[config.mk]
export PLATFORM = sky130hd
export DESIGN_NAME = pong_game_ctrl
export DESIGN_NICKNAME = d
export VERILOG_FILES = /design/src/rtl/pong_game_ctrl.sv
export SDC_FILE = /design/constraint.sdc
export NUM_CORES = 1
export LEC_CHECK = 0
export ABC_AREA = 1
export BUFFER_PORTS_ARGS = -buffer_cell sky130_fd_sc_hd__buf_2
export CAP_MARGIN = 20
export CORE_UTILIZATION = 35
export DETAILED_ROUTE_END_ITERATION = 10
export GPL_TIMING_DRIVEN = 0
export HOLD_SLACK_MARGIN = 0.05
export PLACE_DENSITY_LB_ADDON = 0.3
export SYNTH_ARGS = -nofsm -noshare
export SYNTH_HDL_FRONTEND = slang
export SYNTH_SLANG_ARGS = --single-unit
[constraint.sdc]
create_clock -name frame_clk -period 2.1 [get_ports frame_clk]
set_clock_uncertainty 0.15 [all_clocks]
set_input_delay 0.42 -clock frame_clk [delete_from_list [all_inputs] [get_ports frame_clk]]
set_output_delay 0.42 -clock frame_clk [all_outputs]
set_load 0.01 [all_outputs]
[src/rtl/pong_game_ctrl.sv]
// ----------------------------------------------------------------------------
// pong_game_ctrl
//   Game and score controller that sits downstream of the ball block. It is
//   clocked once per frame. On each frame it samples the ball position, spots
//   goals at the left and right field edges, and keeps both players' scores.
//   It also runs the serve / play / pause / game-over sequence.
//
// Ports
//   frame_clk  in   1   frame-rate clock (vsync); all state changes on rising edge
//   Reset      in   1   asynchronous active-low reset
//   Start      in   1   start/serve key level; rising edge is the "press" event
//   BallX      in  10   ball centre X
//   BallY      in  10   ball centre Y (not used for goal detection)
//   BallS      in  10   ball half-size
//   BallReset  out  1   high holds the ball at centre (drives ball block reset)
//   Score1     out  4   player 1 (left paddle) score
//   Score2     out  4   player 2 (right paddle) score
//   GameOver   out  1   high while in OVER
//   Winner     out  2   00 none, 01 player 1, 10 player 2
//   GameState  out  2   00 IDLE, 01 PLAY, 10 PAUSE, 11 OVER
// ----------------------------------------------------------------------------
module pong_game_ctrl #(
    parameter logic [9:0] GOAL_LEFT_X  = 10'd33,
    parameter logic [9:0] GOAL_RIGHT_X = 10'd596,
    parameter logic [3:0] WIN_SCORE    = 4'd7,
    parameter logic [7:0] PAUSE_FRAMES = 8'd60
) (
    input  logic       frame_clk,
    input  logic       Reset,
    input  logic       Start,
    input  logic [9:0] BallX,
    input  logic [9:0] BallY,
    input  logic [9:0] BallS,
    output logic       BallReset,
    output logic [3:0] Score1,
    output logic [3:0] Score2,
    output logic       GameOver,
    output logic [1:0] Winner,
    output logic [1:0] GameState
);

    typedef enum logic [1:0] {
        S_IDLE  = 2'b00,
        S_PLAY  = 2'b01,
        S_PAUSE = 2'b10,
        S_OVER  = 2'b11
    } state_t;

    state_t      r_state,   w_state_nxt;
    logic [3:0]  r_score1,  w_score1_nxt;
    logic [3:0]  r_score2,  w_score2_nxt;
    logic [1:0]  r_winner,  w_winner_nxt;
    logic [7:0]  r_cnt,     w_cnt_nxt;
    logic        r_start_d;

    logic        w_start_rise;
    logic        w_goal_l;
    logic        w_goal_r;
    logic [3:0]  w_inc1;
    logic [3:0]  w_inc2;
    logic        w_unused_bally;

    // BallY is not needed for goals; it is folded here so it is not left dangling.
    assign w_unused_bally = ^BallY;

    assign w_start_rise = Start & ~r_start_d;

    // The compare is done in 11 bits so that a ball close to x=0 (BallX < BallS)
    // cannot wrap around and hide a left goal.
    assign w_goal_l = ({1'b0, BallX} <= ({1'b0, GOAL_LEFT_X} + {1'b0, BallS}));
    assign w_goal_r = (({1'b0, BallX} + {1'b0, BallS}) >= {1'b0, GOAL_RIGHT_X});

    assign w_inc1 = r_score1 + 4'd1;
    assign w_inc2 = r_score2 + 4'd1;

    // ------------------------------------------------------------------
    // State register
    // ------------------------------------------------------------------
    always_ff @(posedge frame_clk or negedge Reset) begin
        if (!Reset) begin
            r_state   <= S_IDLE;
            r_score1  <= '0;
            r_score2  <= '0;
            r_winner  <= '0;
            r_cnt     <= '0;
            r_start_d <= 1'b0;
        end else begin
            r_state   <= w_state_nxt;
            r_score1  <= w_score1_nxt;
            r_score2  <= w_score2_nxt;
            r_winner  <= w_winner_nxt;
            r_cnt     <= w_cnt_nxt;
            r_start_d <= Start;
        end
    end

    // ------------------------------------------------------------------
    // Next-state logic
    // ------------------------------------------------------------------
    always_comb begin
        w_state_nxt  = r_state;
        w_score1_nxt = r_score1;
        w_score2_nxt = r_score2;
        w_winner_nxt = r_winner;
        w_cnt_nxt    = r_cnt;

        case (r_state)
            S_IDLE: begin
                if (w_start_rise) begin
                    w_state_nxt = S_PLAY;
                end
            end

            S_PLAY: begin
                // The left goal wins if both goals fire, so each event gives
                // exactly one increment.
                if (w_goal_l) begin
                    w_score2_nxt = w_inc2;
                    if (w_inc2 == WIN_SCORE) begin
                        w_state_nxt  = S_OVER;
                        w_winner_nxt = 2'b10;
                    end else begin
                        w_state_nxt = S_PAUSE;
                        w_cnt_nxt   = '0;
                    end
                end else if (w_goal_r) begin
                    w_score1_nxt = w_inc1;
                    if (w_inc1 == WIN_SCORE) begin
                        w_state_nxt  = S_OVER;
                        w_winner_nxt = 2'b01;
                    end else begin
                        w_state_nxt = S_PAUSE;
                        w_cnt_nxt   = '0;
                    end
                end
            end

            S_PAUSE: begin
                if (r_cnt == PAUSE_FRAMES - 8'd1) begin
                    w_state_nxt = S_PLAY;
                end else begin
                    w_cnt_nxt = r_cnt + 8'd1;
                end
            end

            S_OVER: begin
                if (w_start_rise) begin
                    w_state_nxt  = S_IDLE;
                    w_score1_nxt = '0;
                    w_score2_nxt = '0;
                    w_winner_nxt = '0;
                end
            end

            default: begin
                w_state_nxt = S_IDLE;
            end
        endcase
    end

    // ------------------------------------------------------------------
    // Outputs are decoded from registers only. Because BallReset is decoded
    // from the state, it rises on the same edge that enters PAUSE.
    // ------------------------------------------------------------------
    assign GameState = r_state;
    assign BallReset = (r_state != S_PLAY);
    assign GameOver  = (r_state == S_OVER);
    assign Score1    = r_score1;
    assign Score2    = r_score2;
    assign Winner    = r_winner;

endmodule

Word level (Yosys, flattened, before mapping)
Cells that the tools add are included.
- bits in registers: 21
- word-level logic and storage cells: 67
- $add $sub $neg: 5
- order comparisons: 2
- equal/unequal tests: 19
- multiplexer cells: 25
- bitwise gates (word level): 2
- reduce and logical (&&, ||, !) cells: 8
- operators by type and width (kind ; number):
    $mux 8 ; 5
    $mux 2 ; 9
    $mux 4 ; 4
    $pmux 4 s2 ; 2
    $pmux 8 s2 ; 1
    $ne 3x3->1 const B ; 5
    $ne 2x2->1 const B ; 6
    $add 10x10->11 ; 1
    $add 6x10->11 const A ; 1
    $ge 11x10->1 const B ; 1
    $le 10x11->1 ; 1
    $reduce_and 5->1 ; 2
    $add 4x1->4 const B ; 2
    $add 8x1->8 const B ; 1
    $eq 4x3->1 const B ; 2
    $eq 8x6->1 const B ; 1
    $pmux 2 s4 ; 1
    $reduce_and 4->1 ; 2
    $eq 2x2->1 const B ; 2
    $ne 2x1->1 const B ; 2
    $pmux 2 s2 ; 1
    $reduce_bool 2->1 ; 2
    $reduce_and 3->1 ; 1
    $eq 2x1->1 const B ; 1
    other kinds (4) ; 5

Logic depth before layout (Yosys ltp)
- depth in word-level cells: 6
- gate-level depth with buffers: 20
- gate-level depth less buffers: 20

Worst setup path after synthesis
OpenSTA, ideal clock, no wires.
- kind: in2reg
- start: input BallS[0]
- end: register r_cnt[2]
- library setup time: 0.117 ns
- arrival: 2.269 ns
- setup slack: -0.436 ns
- stages: 15
- path buffers: 0
- path through: ha_1 nand2_1 o21ai_2 nand3_2 xor2_1 ha_1 nand4_1 nor4_1 a21oi_2 nand4_2 nand2_4 nor2_8 nand2_4 nand2_1 nand2_1
- word-level cells in the longest chain between the ends: 4
- elaborated cells between the ends (all ways): 10
- classes of those cells: 2 x add/sub; 2 x order compare; 3 x eq/ne; 2 x mux; 1 x reduce/logical
- RTL lines (element ; line ; RTL):
    from (decl) ; 33 ; input logic [9:0] BallS,
    $add 6x10->11 or $add 10x10->11 (tied branches) ; 70, 71 ;
    $le 10x11->1 or $ge 11x10->1 (tied branches) ; 70, 71 ;
    $ne 3x3->1 (no line) or $mux 8 (tied branches) ; n/a ;
    $reduce_and 5->1 (no line) or $pmux 8 s2 (tied branches) ; n/a ;
    to (signal assigned) ; 92 ; r_cnt <= w_cnt_nxt;
    to (decl) ; 53 ; logic [7:0] r_cnt, w_cnt_nxt;
Parallel ways exist; a longest one is shown, timed or not.
A chain may end at the register's enable or synchronous reset.

Worst setup path in the final report
- start: input BallS[3]
- end: register r_cnt[1]
The elaborated chain is that of the path after synthesis.

==> flow_metrics.env <==
export IMPL_synth_distinct_cells=32
export IMPL_rsz0062_at_grt="yes"
export IMPL_finalHoldViolations=0
export IMPL_slew_headroom_pct=61.6
export IMPL_crit_buf_inv=2
export IMPL_antenna_found_initial=0
export IMPL_cts_tree="yes"
export IMPL_synth_nets=362
export IMPL_leakagePower_uw=0.00150
export IMPL_holdPathStages=1
export IMPL_finalWorstSetupSlack_ns=-0.497
export IMPL_cp_slowest_cell="nor4_2"
export IMPL_drt_first_iter_violations=77
export IMPL_synth_area_sq_um=2180
export IMPL_worstSetupEndpointType="flop"
export IMPL_n_antenna_cell=0
export IMPL_r2r_start="GameState[1]"
export IMPL_tightestPinTransition_ns=0.569
export IMPL_dr_pass1_iters=4
export IMPL_grt_usage_pct=16.0
export IMPL_hold_start="Start"
export IMPL_final_cell_mix="nand2_1, inv_1, buf_2, nand3_1, ha_1"
export IMPL_ctsLongestPathBuffers=2
export IMPL_grt_max_degree=22
export IMPL_rrSetupSlack_ns=0.13
export IMPL_critPathTopFamily="simple AND/OR/NAND/NOR gates"
export IMPL_initial_core_util_pct=36.7
export IMPL_crit_path_start_kind="input pin"
export IMPL_yosys_warnings=0
export IMPL_synthArstFlopShare_pct=100
export IMPL_detail_route_drc_violations=0
export IMPL_gp_congestion=0.767
export IMPL_drv_cap=0
export IMPL_peakVddDrop_mv=0.693
export IMPL_rr_worst_depth=8
export IMPL_grt_pass1_wl_microns=8270
export IMPL_violations="setup timing"
export IMPL_clock_latency_ns=0.26
export IMPL_hpwl_microns=3660
export IMPL_io_pins=47
export IMPL_port_buffers=36
export IMPL_placed_cells=413
export IMPL_rows=28
export IMPL_wl_per_cell_microns=11.5
export IMPL_final_util_pct=48.3
export IMPL_status="finished, violations left"
export IMPL_synthCells=302
export IMPL_cts_made_buffers=3
export IMPL_fin_cells=433
export IMPL_routed_via_count=2073
export IMPL_cts_root_buf="clkbuf_8"
export IMPL_final_common_cell="nand2_1"
export IMPL_core_area_sq_um=5960
export IMPL_gr_total_overflow=0
export IMPL_grt_pass1_vias=1900
export IMPL_crit_required_ns=2.11
export IMPL_yosysTopAreaCell="dfrtp_1"
export IMPL_startpoint="BallS[3]"
export IMPL_avgSynthCellArea_sq_um=7.23
export IMPL_path_max_fanout=8
export IMPL_ys_seq_area_share_pct=24.1
export IMPL_die_y_microns=81.0
export IMPL_synth_seq_cells=21
export IMPL_ys_flop_type="dfrtp_1"
export IMPL_fin_crit_sh_pct=124
export IMPL_vias_per_cell=4.79
export IMPL_worstHoldEndpoint="r_start_d"
export IMPL_layout_area_overhead_vs_synth_pct=31.7
export IMPL_fillers=588
export IMPL_routed_wl_microns=4980
export IMPL_arrival_ns=2.61
export IMPL_p_per_area_nw_per_um2=793
export IMPL_path_class="in -> reg"
export IMPL_period_minus_slack_ns=2.60
export IMPL_die_x_microns=81.0
export IMPL_synth_top_area_share_pct=24.1
export IMPL_holdCritPathClass="in -> reg"
export IMPL_slowest_delay_ns=0.33
export IMPL_worstPathCellList="buf_12, nand2_8, buf_6, o21ai_4, nand3_2, xor2_1, ha_1, nand4_1, nor4_2, a21oi_2, nand4_2, nand2_4, nor2_8, nand2_8, nand2_1, nand2_1"
export IMPL_fmax_mhz=385
export IMPL_cts_num_sinks=21
export IMPL_path_clk_slew_ns=0.08
export IMPL_drive_gt1_share_pct=30.4
export IMPL_yosys_top_cells_area="dfrtp_1, ha_1, nand2_1"
export IMPL_nNetsFinal=419
export IMPL_maxSlewViolCount=0
export IMPL_finalSetupTns_ns=-8.54
export IMPL_die_area_sq_um=6560
export IMPL_r2r_end="Score2[0]"
export IMPL_ant_nets=0
export IMPL_cts_htree_levels=1
export IMPL_synth_edf_count=0
export IMPL_setup_viol=20
[synthesized netlist by cell type (2+ instances only)]
library cell and number:
nor2_1 25, nor2_2 4, o21ai_0 3, xnor2_1 8
a21oi_1 8, nand3b_1 4, nand2_2 5, inv_2 2
nand3_2 4, dfrtp_1 21, nand3_1 29, o21ai_2 3
nand2_4 4, nand3_4 2, o21ai_1 4, xor2_1 10
nor4_1 2, o31ai_1 2, nand4_1 6, inv_1 34
ha_1 26, nand2_1 84, a21oi_2 2, nor3_1 2
[per-layer routing]
| metal | up-vias | global-route usage, % | routed length (microns) |
|---|---|---|---|
| met2 | 39 | 27.7 | 2400 |
| li1 | 1096 | - | - |
| met5 | - | 0 | 0 |
| met4 | 0 | 4.82 | 53 |
| met3 | 4 | 1.57 | 166 |
| met1 | 934 | 20.7 | 2360 |
[cells by family after synthesis]
logic type	after synthesis	share of synthesized area, %
compound gates	24	6.82
simple gates	175	39.7
flops	21	24.1
buf+inv	37	6.36
xor+xnor	18	7.22
fa+ha+maj	27	15.8
[per-stage QoR]
stage	worst slack, ns	power (uW)	instance area [sq um]	hold WS (ns)
after floorplan	-0.316	1490	2220	-0.0256
after global placement	-0.800	1810	2500	0.265
after detailed placement	-0.843	1830	2500	0.264
after CTS	-0.416	2160	2740	0.119
after global routing	-0.610	2480	2880	0.119
final	-0.497	2280	2880	0.121
[layout make-up]
class	instances	area, sq um	share of cell area (%)
multi-input cells	244	1690	58.7
flip-flops and latches	21	526	18.3
inverters	37	143	4.96
clock buffers	3	41.3	1.44
well taps	75	93.8	3.26
clock inverters	1	5.00	0.174
repair buffers	52	379	13.2
[worst max-delay path by stage]
stage	to	depth (start not counted)	slack, ns
3_5_place_dp	r_cnt[7]	17	-0.84
5_1_grt	r_cnt[6]	17	-0.61
6_report	r_cnt[1]	16	-0.50
4_1_cts	r_cnt[6]	18	-0.42
2_1_floorplan	r_cnt[2]	16	-0.32
3_3_place_gp	r_cnt[6]	18	-0.80
[state kept, by name, indices dropped and copies added (netlist names)]
name and flops:
GameState 2, Score1 4, Score2 4, Winner 2
r_cnt 8, r_start_d 1
[where the power goes]
group	leakage (uW)	internal [uW]	switching, uW
logic	0.00120	518	861
registers	0.000277	511	117
clock network	0.0000255	132	140
[repair_timing]
item                                    4_1_cts  5_1_grt
endpoints found under the setup margin       20       21
resized for setup                            20       28
hold endpoints to repair                     21        0
pin swaps                                    11       20
hold buffers                                  1        0
buffers inserted                             12        3
Note: power is estimated with default switching activity, not from simulation.
